`config.mk`:
```
export PLATFORM = sky130hd
export DESIGN_NAME = mult_div_unit
export DESIGN_NICKNAME = d
export VERILOG_FILES = /design/src/rtl/mult_div_pkg.sv /design/src/rtl/mult_div_core.sv /design/src/rtl/mult_div_unit.sv
export SDC_FILE = /design/constraint.sdc
export NUM_CORES = 1
export LEC_CHECK = 0
export BUFFER_PORTS_ARGS = -buffer_cell sky130_fd_sc_hd__buf_2
export CORE_MARGIN = 2
export CORE_UTILIZATION = 56
export CTS_CLUSTER_DIAMETER = 50
export CTS_CLUSTER_SIZE = 28
export DETAILED_ROUTE_END_ITERATION = 8
export GPL_TIMING_DRIVEN = 0
export PLACE_DENSITY = 0.79
export SLEW_MARGIN = 20
export SYNTH_ARGS = -nofsm -noshare
export SYNTH_HDL_FRONTEND = slang
export SYNTH_SLANG_ARGS = --single-unit
```
`constraint.sdc`:
```
create_clock -name clk -period 3.1 [get_ports clk]
set_clock_uncertainty 0.15 [all_clocks]
set_input_delay 0.155 -clock clk [delete_from_list [all_inputs] [get_ports clk]]
set_output_delay 0.155 -clock clk [all_outputs]
set_load 0.01 [all_outputs]
```
`src/rtl/mult_div_pkg.sv`:
```
// Shared definitions for the iterative multiply/divide unit.
//   - op encodings driven on the unit's op input
//   - FSM state encoding used by the top level
//   - default operand width and small op-decode helpers
package mult_div_pkg;

    localparam int WIDTH_DEF = 32;

    typedef enum logic [1:0] {
        OP_MULT  = 2'b00,
        OP_MULTU = 2'b01,
        OP_DIV   = 2'b10,
        OP_DIVU  = 2'b11
    } op_e;

    typedef enum logic [1:0] {
        IDLE = 2'b00,
        RUN  = 2'b01,
        FIX  = 2'b10
    } state_e;

    // op[1] selects divide, op[0] selects the unsigned variant
    function automatic logic op_is_div(input logic [1:0] op);
        return op[1];
    endfunction

    function automatic logic op_is_signed(input logic [1:0] op);
        return ~op[0];
    endfunction

endpackage

```
`src/rtl/mult_div_core.sv`:
```
// Iterative datapath for MULT/MULTU/DIV/DIVU.
//   clk, reset    : clock, asynchronous active-low reset
//   i_load        : capture operands/op (operation accepted this cycle)
//   i_step        : perform one iteration (one bit per cycle)
//   i_op          : op encoding, sampled with i_load
//   i_a, i_b      : multiplicand/dividend, multiplier/divisor
//   o_hi, o_lo    : sign-corrected result, valid after the last step
//   o_div_zero    : latched op was a divide with a zero divisor
module mult_div_core
    import mult_div_pkg::*;
#(
    parameter int WIDTH = WIDTH_DEF
) (
    input  logic             clk,
    input  logic             reset,
    input  logic             i_load,
    input  logic             i_step,
    input  logic [1:0]       i_op,
    input  logic [WIDTH-1:0] i_a,
    input  logic [WIDTH-1:0] i_b,
    output logic [WIDTH-1:0] o_hi,
    output logic [WIDTH-1:0] o_lo,
    output logic             o_div_zero
);

    logic               r_is_div;
    logic               r_signed;
    logic               r_sign_a;
    logic               r_sign_b;
    logic               r_b_zero;
    // multiplicand for multiply, divisor for divide
    logic [WIDTH-1:0]   r_opnd;
    // multiply: {partial product, remaining multiplier bits}
    // divide:   low half holds dividend bits shifting out / quotient shifting in
    logic [2*WIDTH-1:0] r_acc;
    // The remainder is always below the divisor, so WIDTH bits suffice in the
    // register; the extra bit only exists in the shifted/subtracted value.
    logic [WIDTH-1:0]   r_rem;

    logic [WIDTH-1:0]   w_mag_a;
    logic [WIDTH-1:0]   w_mag_b;
    logic [WIDTH:0]     w_mul_sum;
    logic [WIDTH:0]     w_rem_sh;
    logic [WIDTH:0]     w_diff;
    logic               w_q_bit;
    logic               w_neg;
    logic [2*WIDTH-1:0] w_prod_fix;
    logic [WIDTH-1:0]   w_quo_fix;
    logic [WIDTH-1:0]   w_rem_fix;

    assign w_mag_a = (op_is_signed(i_op) && i_a[WIDTH-1]) ? -i_a : i_a;
    assign w_mag_b = (op_is_signed(i_op) && i_b[WIDTH-1]) ? -i_b : i_b;

    // shift-add: add multiplicand into the upper half when the current
    // multiplier bit is set, then shift the whole accumulator right by one
    assign w_mul_sum = {1'b0, r_acc[2*WIDTH-1:WIDTH]}
                     + (r_acc[0] ? {1'b0, r_opnd} : '0);

    // restoring division: a set MSB of the difference means "went negative"
    assign w_rem_sh = {r_rem, r_acc[WIDTH-1]};
    assign w_diff   = w_rem_sh - {1'b0, r_opnd};
    assign w_q_bit  = ~w_diff[WIDTH];

    always_ff @(posedge clk or negedge reset) begin
        if (!reset) begin
            r_is_div <= 1'b0;
            r_signed <= 1'b0;
            r_sign_a <= 1'b0;
            r_sign_b <= 1'b0;
            r_b_zero <= 1'b0;
            r_opnd   <= '0;
            r_acc    <= '0;
            r_rem    <= '0;
        end else if (i_load) begin
            r_is_div <= op_is_div(i_op);
            r_signed <= op_is_signed(i_op);
            r_sign_a <= i_a[WIDTH-1];
            r_sign_b <= i_b[WIDTH-1];
            r_b_zero <= (i_b == '0);
            r_opnd   <= op_is_div(i_op) ? w_mag_b : w_mag_a;
            r_acc    <= {{WIDTH{1'b0}}, (op_is_div(i_op) ? w_mag_a : w_mag_b)};
            r_rem    <= '0;
        end else if (i_step) begin
            if (r_is_div) begin
                r_acc[WIDTH-1:0] <= {r_acc[WIDTH-2:0], w_q_bit};
                r_rem            <= w_q_bit ? w_diff[WIDTH-1:0] : w_rem_sh[WIDTH-1:0];
            end else begin
                r_acc <= {w_mul_sum, r_acc[WIDTH-1:1]};
            end
        end
    end

    assign w_neg      = r_signed & (r_sign_a ^ r_sign_b);
    assign w_prod_fix = w_neg ? -r_acc : r_acc;
    assign w_quo_fix  = w_neg ? -r_acc[WIDTH-1:0] : r_acc[WIDTH-1:0];
    assign w_rem_fix  = (r_signed && r_sign_a) ? -r_rem : r_rem;

    // With a zero divisor every trial subtraction succeeds, so the remainder
    // ends up as the dividend magnitude and the sign fix restores the original
    // dividend; only the quotient needs forcing to all-ones.
    assign o_hi       = r_is_div ? w_rem_fix : w_prod_fix[2*WIDTH-1:WIDTH];
    assign o_lo       = r_is_div ? (r_b_zero ? '1 : w_quo_fix) : w_prod_fix[WIDTH-1:0];
    assign o_div_zero = r_is_div & r_b_zero;

endmodule

```
`src/rtl/mult_div_unit.sv`:
```
// MIPS-style multiply/divide unit with HI/LO registers.
//   clk, reset          : clock, asynchronous active-low reset
//   start, op           : launch MULT/MULTU/DIV/DIVU (accepted only in IDLE)
//   rs_data, rt_data    : operands; rs_data is also the MTHI/MTLO data
//   hi_we, lo_we        : MTHI/MTLO write enables (IDLE only, start wins)
//   busy                : operation in flight
//   done                : one-cycle pulse when HI/LO take a result
//   div_by_zero         : pulses with done for a divide by zero
//   hi, lo              : HI/LO registers
module mult_div_unit
    import mult_div_pkg::*;
#(
    parameter int WIDTH = WIDTH_DEF
) (
    input  logic             clk,
    input  logic             reset,
    input  logic             start,
    input  logic [1:0]       op,
    input  logic [WIDTH-1:0] rs_data,
    input  logic [WIDTH-1:0] rt_data,
    input  logic             hi_we,
    input  logic             lo_we,
    output logic             busy,
    output logic             done,
    output logic             div_by_zero,
    output logic [WIDTH-1:0] hi,
    output logic [WIDTH-1:0] lo
);

    localparam int              CNT_W    = (WIDTH > 1) ? $clog2(WIDTH) : 1;
    localparam logic [CNT_W-1:0] CNT_LAST = CNT_W'(WIDTH - 1);

    state_e           r_state;
    state_e           w_state_nxt;
    logic [CNT_W-1:0] r_cnt;
    logic             r_busy;
    logic             r_done;
    logic             r_dz;
    logic [WIDTH-1:0] r_hi;
    logic [WIDTH-1:0] r_lo;

    logic             w_load;
    logic             w_step;
    logic             w_last;
    logic [WIDTH-1:0] w_core_hi;
    logic [WIDTH-1:0] w_core_lo;
    logic             w_core_dz;

    mult_div_core #(.WIDTH(WIDTH)) u_core (
        .clk        (clk),
        .reset      (reset),
        .i_load     (w_load),
        .i_step     (w_step),
        .i_op       (op),
        .i_a        (rs_data),
        .i_b        (rt_data),
        .o_hi       (w_core_hi),
        .o_lo       (w_core_lo),
        .o_div_zero (w_core_dz)
    );

    always_comb begin
        w_state_nxt = r_state;
        w_load      = 1'b0;
        w_step      = 1'b0;
        w_last      = (r_cnt == CNT_LAST);
        case (r_state)
            IDLE: begin
                if (start) begin
                    w_load      = 1'b1;
                    w_state_nxt = RUN;
                end
            end
            RUN: begin
                w_step = 1'b1;
                if (w_last) w_state_nxt = FIX;
            end
            FIX:     w_state_nxt = IDLE;
            default: w_state_nxt = IDLE;
        endcase
    end

    always_ff @(posedge clk or negedge reset) begin
        if (!reset) begin
            r_state <= IDLE;
            r_cnt   <= '0;
            r_busy  <= 1'b0;
            r_done  <= 1'b0;
            r_dz    <= 1'b0;
            r_hi    <= '0;
            r_lo    <= '0;
        end else begin
            r_state <= w_state_nxt;
            // flags are registered from next-state so they line up with the state
            r_busy  <= (w_state_nxt != IDLE);
            r_done  <= (r_state == FIX);
            r_dz    <= (r_state == FIX) && w_core_dz;

            if (w_load || (w_step && w_last)) r_cnt <= '0;
            else if (w_step)                  r_cnt <= r_cnt + 1'b1;

            if (r_state == FIX) begin
                r_hi <= w_core_hi;
                r_lo <= w_core_lo;
            end else if (r_state == IDLE && !start) begin
                if (hi_we) r_hi <= rs_data;
                if (lo_we) r_lo <= rs_data;
            end
        end
    end

    assign busy        = r_busy;
    assign done        = r_done;
    assign div_by_zero = r_dz;
    assign hi          = r_hi;
    assign lo          = r_lo;

endmodule

```
# Yosys cells after proc, flatten, opt, wreduce, memory -nomap -nowiden
# Index checks and enable logic that the tools add are counted.
# word_totals
ff_bits,207
latchBits,0
mem_bits_rw,0
romBits,0
in_bits,71
out_inout_bits,67
elab_cells,87
memories,0
# classes
n_addsub,8
mul,0
div,0
n_lt_le_gt_ge,0
eq_ne,4
n_shift,0
mux,33
bitwise,5
reduce_logical,21
# op_table
op,n
32-bit two-way mux,22
64-bit two-way mux,3
32-bit negation,4
64-bit negation,1
32-bit by 33-bit adder with 33-bit output,1
33-bit by 32-bit subtractor with 33-bit output,1
32-bit zero test,1
2-bit nonzero test,7
5-bit two-way mux,2
2-bit AND reduction,4
1-bit logical AND,6
"5-bit by 1-bit adder with 5-bit output, second input constant",1
"5-bit == test, second input constant",1
2-bit two-way mux,2
2-bit case mux with 2 select lines,1
1-bit two-way mux,3
1-bit AND,2
"2-bit by 1-bit == test with 1-bit output, second input constant",1
"2-bit == test, second input constant",1
2-bit zero test,1
"2-bit != test, second input constant",1
1-bit NOT,2
1-bit zero test,1
1-bit logical OR,1
1-bit bitwise XOR,1

# Longest topological paths before layout
# depth
ltp_word,6
mapped_depth,14
ltp_nobuf,13

# By module
# Synthesis repeated with hierarchy kept, for this count alone.
# hier_totals
cells_unflattened,2016
area_unflattened_um2,17176.5
# modules_own_cells
mod,instances,cells_each,area_each_um2,seq_area_each_um2
mult_div_core,1,1769,13412.9,3328.2
mult_div_unit,1,247,3763.6,1851.8

# Least setup slack after synthesis
# No wires, ideal clock.
# synth_timing
kind,reg-to-reg
startpoint,register u_core.r_acc[0]
endpoint,register u_core.r_acc[63]
setup_ns,0.133
arrival_ns,3.037
required_ns,2.817
slack_ns,-0.220
path_stages_with_launch,15
path_buffers,2
period_less_slack_ns,3.320
path_cell_list,dfrtp_1 -> inv_1 -> clkbuf_1 -> nor2_1 -> ha_1 -> clkbuf_1 -> a211o_1 -> a21oi_1 -> o21ai_0 -> a32oi_1 -> o211ai_1 -> a31oi_1 -> nor4_1 -> a2111oi_0 -> nor2_1
# synth_between
elab_chain_len,5
# synth_rtl
element,line,text
from (decl),mult_div_core.sv:35,logic [2*WIDTH-1:0] r_acc;
from (signal assigned),mult_div_core.sv:81,"r_acc <= {{WIDTH{1'b0}}, (op_is_div(i_op) ? w_mag_a : w_mag_b)};"
"from (signal, indexed assignment)",mult_div_core.sv:85,"r_acc[WIDTH-1:0] <= {r_acc[WIDTH-2:0], w_q_bit};"
from (signal assigned),mult_div_core.sv:88,"r_acc <= {w_mul_sum, r_acc[WIDTH-1:1]};"
32-bit two-way mux,mult_div_core.sv:57,"+ (r_acc[0] ? {1'b0, r_opnd} : '0);"
32-bit by 33-bit adder with 33-bit output,mult_div_core.sv:57,
32-bit two-way mux,mult_div_core.sv:84,if (r_is_div) begin
64-bit two-way mux,mult_div_core.sv:83,end else if (i_step) begin
64-bit two-way mux,mult_div_core.sv:74,end else if (i_load) begin
# Every way passes these cells. The select of a mux whose other input is x is not followed.
# A chain may end at the register's enable or synchronous reset.

# Final worst setup path
# Ends and elaborated chain as after synthesis.

==> out/summary.txt <==
Status = finished with violations
Failing checks = setup timing
FP Rows = 62
Fraction of the mapped netlist area in adder cells = 5.53%
Routed WL = 72300 um
Die width = 176 um
Tcrit/Tclk final = 107%
Slowest stage delay, CP = 0.42 ns
CTS sink cnt = 207
CP Launch Type = flop
Finish-stage setup viols = 49
First-pass GRT wire length = 104000 um
Layout cells sized above 1 = 21.7%
Largest family of logic cells by synthesized area = compound AO/OA/AOI/OAI gates
Post-Synth Simple-Gate Area = 21.1%
WL per Instance = 25.7 um
Cells after synthesis = 2089
Share of the synthesized area in the top cell type = 31.3%
Top post-synthesis cells by area = dfrtp_1 31%, a21oi_1 5.6%, nand2_1 5.6%
Die Area = 31000 um2
Critical-path top delay cell = dfrtp_2
Num CTS Buffers = 28
Syn Std Cell Area = 16600 um2
# DRC = 0
Post-synthesis cell type count = 90
CTS Root Cell = clkbuf_16
Placed instance area = 17800 um2
Ys flop type = dfrtp_1
Storage element area = 5190 um2
Worst path cell trace = clkinv_4, clkbuf_16, nor2_4, ha_4, buf_4, o21a_1, o31a_1, nor3_4, o221a_4, o211ai_1, buf_4, a31oi_4, nor4_1, a2111oi_1, nor2_1
Gr ovfl total = 0
Design area = 21500 um2
Clock slew at reported path FFs = 0.07 ns
Vias in the first global route = 17100
Synth area leader = dfrtp_1
Part of the Yosys area used for sequential elements = 31.3%
Relative slew slack = 43.1%
Pwr Total = 26.5 mW
Initial core utilization = 57.3%
DR vias = 18900
Fin nets = 2549
Mux contribution to synthesized area = 2.18%
Leakage = 8.96 nW
Hpwl dp = 52500 um
Final Hold Fails = 0
Largest net degree at the start of global routing = 101
Pwr Density = 1230 nW/um2
Synthesized Nets = 2232
Area delta synth->final = 29.5%
Clock buffer depth = 3
RSZ-0062 raised after global routing = yes
Final worst slack = -0.224 ns
Peak VDD IR = 0.929 mV
Min-Delay Path Class = primary input to flop
Ports = 138
Initial antenna violation count = 2
Worst hold margin = 0.0231 ns
Crit path buf inv count = 4
Multi-input gate area = 11900 um2
Seq cells post-synth = 207
Total Routing Usage GR = 44.4%
Max FO, Critical Path = 6
Slew Limit Fails = 0
Post-synth top cells = 246 x nand2_1, 207 x dfrtp_1, 201 x nor2_1
Chip Height = 176 um
Xor/xnor cell area share of the yosys netlist = 10.5%
First-pass DRT Iterations = 7
Crit path required time = 3.37 ns
Clock Latency Late Sink = 0.58 ns
Most frequent cell on the critical path = buf_4
CP endpoint kind = flop
Number of routed nets with antenna violations = 0
PortBufs = 136
Setup CP Type = flop to flop
Post-synth EDFFs = 0
Core footprint = 28900 um2
DR iter-0 viols = 2919
Avg Inst Size Synth = 7.93 um2
Gpl congestion = 1.02
CTS tree = done
Complex-gate fraction of the synthesized area = 25.0%
Actual slew at the worst max-slew pin = 0.854 ns
Vias/cell = 6.74
Filler Cell Count = 2139
F_max = 0.301 GHz
Maxcap violations = 0
Count leader, synth = nand2_1
Final Critical Period = 3.32 ns
Worst EP arrival = 3.59 ns
FFs w/ async S/R, synth = 100%
Crit path max-delay family = compound AO/OA/AOI/OAI gates
Syn. warnings = 0
CTS H-tree depth = 1
[through the flow]
stage	setup TNS, ns	worst slack (ns)	cells	util (%)
2_1_floorplan	0	0.0239	2089	-
3_3_place_gp	-410.36	-1.77	2609	61.3
3_5_place_dp	-50.43	-1.18	2611	61.5
4_1_cts	-0.428	-0.134	2767	70.2
5_1_grt	-9.38	-0.332	2813	74.1
6_report	-5.92	-0.224	2813	74.1
[power breakdown]
group	internal (mW)	leakage, nW	total (mW)	switching (mW)
combinational	7.10	6.00	17.3	10.2
clock	1.95	0.465	3.38	1.42
sequential	4.01	2.49	5.77	1.76
[flip-flops by register name (all words and copies together), names as in the netlist]
| signal | cells |
|---|---|
| r_cnt | 5 |
| div_by_zero | 1 |
| u_core.r_sign_a | 1 |
| done | 1 |
| u_core.r_signed | 1 |
| hi | 32 |
| u_core.r_b_zero | 1 |
| u_core.r_acc | 64 |
| lo | 32 |
| r_state | 2 |
| u_core.r_is_div | 1 |
| u_core.r_opnd | 32 |
| u_core.r_sign_b | 1 |
| u_core.r_rem | 32 |
| busy | 1 |
[cell families (layout without fill, tap and decap cells)]
| family | count (synthesis) | count (layout) |
|---|---|---|
| compound gates | 659 | 659 |
| flops | 207 | 207 |
| xor+xnor | 198 | 198 |
| other cells | 0 | 1 |
| buf+inv | 190 | 529 |
| fa+ha+maj | 72 | 72 |
| mux | 36 | 36 |
| simple gates | 727 | 727 |
[tightest hold or removal path: cells and delay by family]
family                 cells  cell delay, ns
AOI/OAI and AO/OA          2            0.25
and+or+nand+nor            1            0.22
buffers and inverters      1            0.08
[final timing paths]
kind	from	to	slack, ns	depth (start not counted)
min in group asynchronous	reset	u_core.r_rem[23]	0.06	3
worst max register to register	u_core.r_acc[0]	u_core.r_acc[63]	-0.22	15
worst min-delay path	lo_we	lo[8]	0.02	4
worst min register to register	lo[27]	lo[27]	0.34	1
worst max-delay path	u_core.r_acc[0]	u_core.r_acc[63]	-0.22	15
max in group asynchronous	reset	u_core.r_rem[2]	1.76	3
[placed cells by master (no fill, tap or decap), drive strengths merged, types with 13 or more instances in the layout]
| cell type | count |
|---|---|
| buf | 257 |
| nand2 | 247 |
| dfrtp | 207 |
| nor2 | 202 |
| o21ai | 196 |
| a21oi | 187 |
| clkbuf | 135 |
| xnor2 | 99 |
| xor2 | 99 |
| nand3 | 77 |
| ha | 70 |
| inv | 65 |
| dlygate4sd3 | 59 |
| o211ai | 52 |
| nor3 | 48 |
| mux2i | 35 |
| a31oi | 27 |
| nand2b | 24 |
| o31ai | 23 |
| nor4 | 23 |
| a21o | 22 |
| o221ai | 21 |
| or3 | 18 |
| a32oi | 15 |
| nand4 | 13 |
| nor2b | 13 |
| and2 | 13 |
[timing repair]
| item | 4_1_cts | 5_1_grt |
|---|---|---|
| resized for setup | 146 | 181 |
| gates cloned | 4 | 2 |
| hold buffers | 60 | 0 |
| buffers inserted | 42 | 50 |
| endpoints found under the hold margin | 295 | 0 |
| setup endpoints to repair | 83 | 79 |
| pin swaps | 50 | 104 |
[per-layer routing]
layer	vias up	share of wire [%]	track usage [%]
met1	9007	40	63.8
li1	8187	-	-
met2	1464	41	64.4
met3	291	13	9.39
met5	-	0	0
met4	0	6.0	19.8
[cell type report]
class | count | share of cell area [%]
Multi-Input combinational cell | 1692 | 55.3
Sequential cell | 207 | 24.2
Timing Repair Buffer | 293 | 10.1
Clock buffer | 34 | 3.52
Buffer | 124 | 2.58
Tap cell | 384 | 2.24
Inverter | 60 | 1.10
Clock inverter | 18 | 1.01
Antenna cell | 1 | 0.0117
Note: power is estimated with default switching activity, not from simulation.
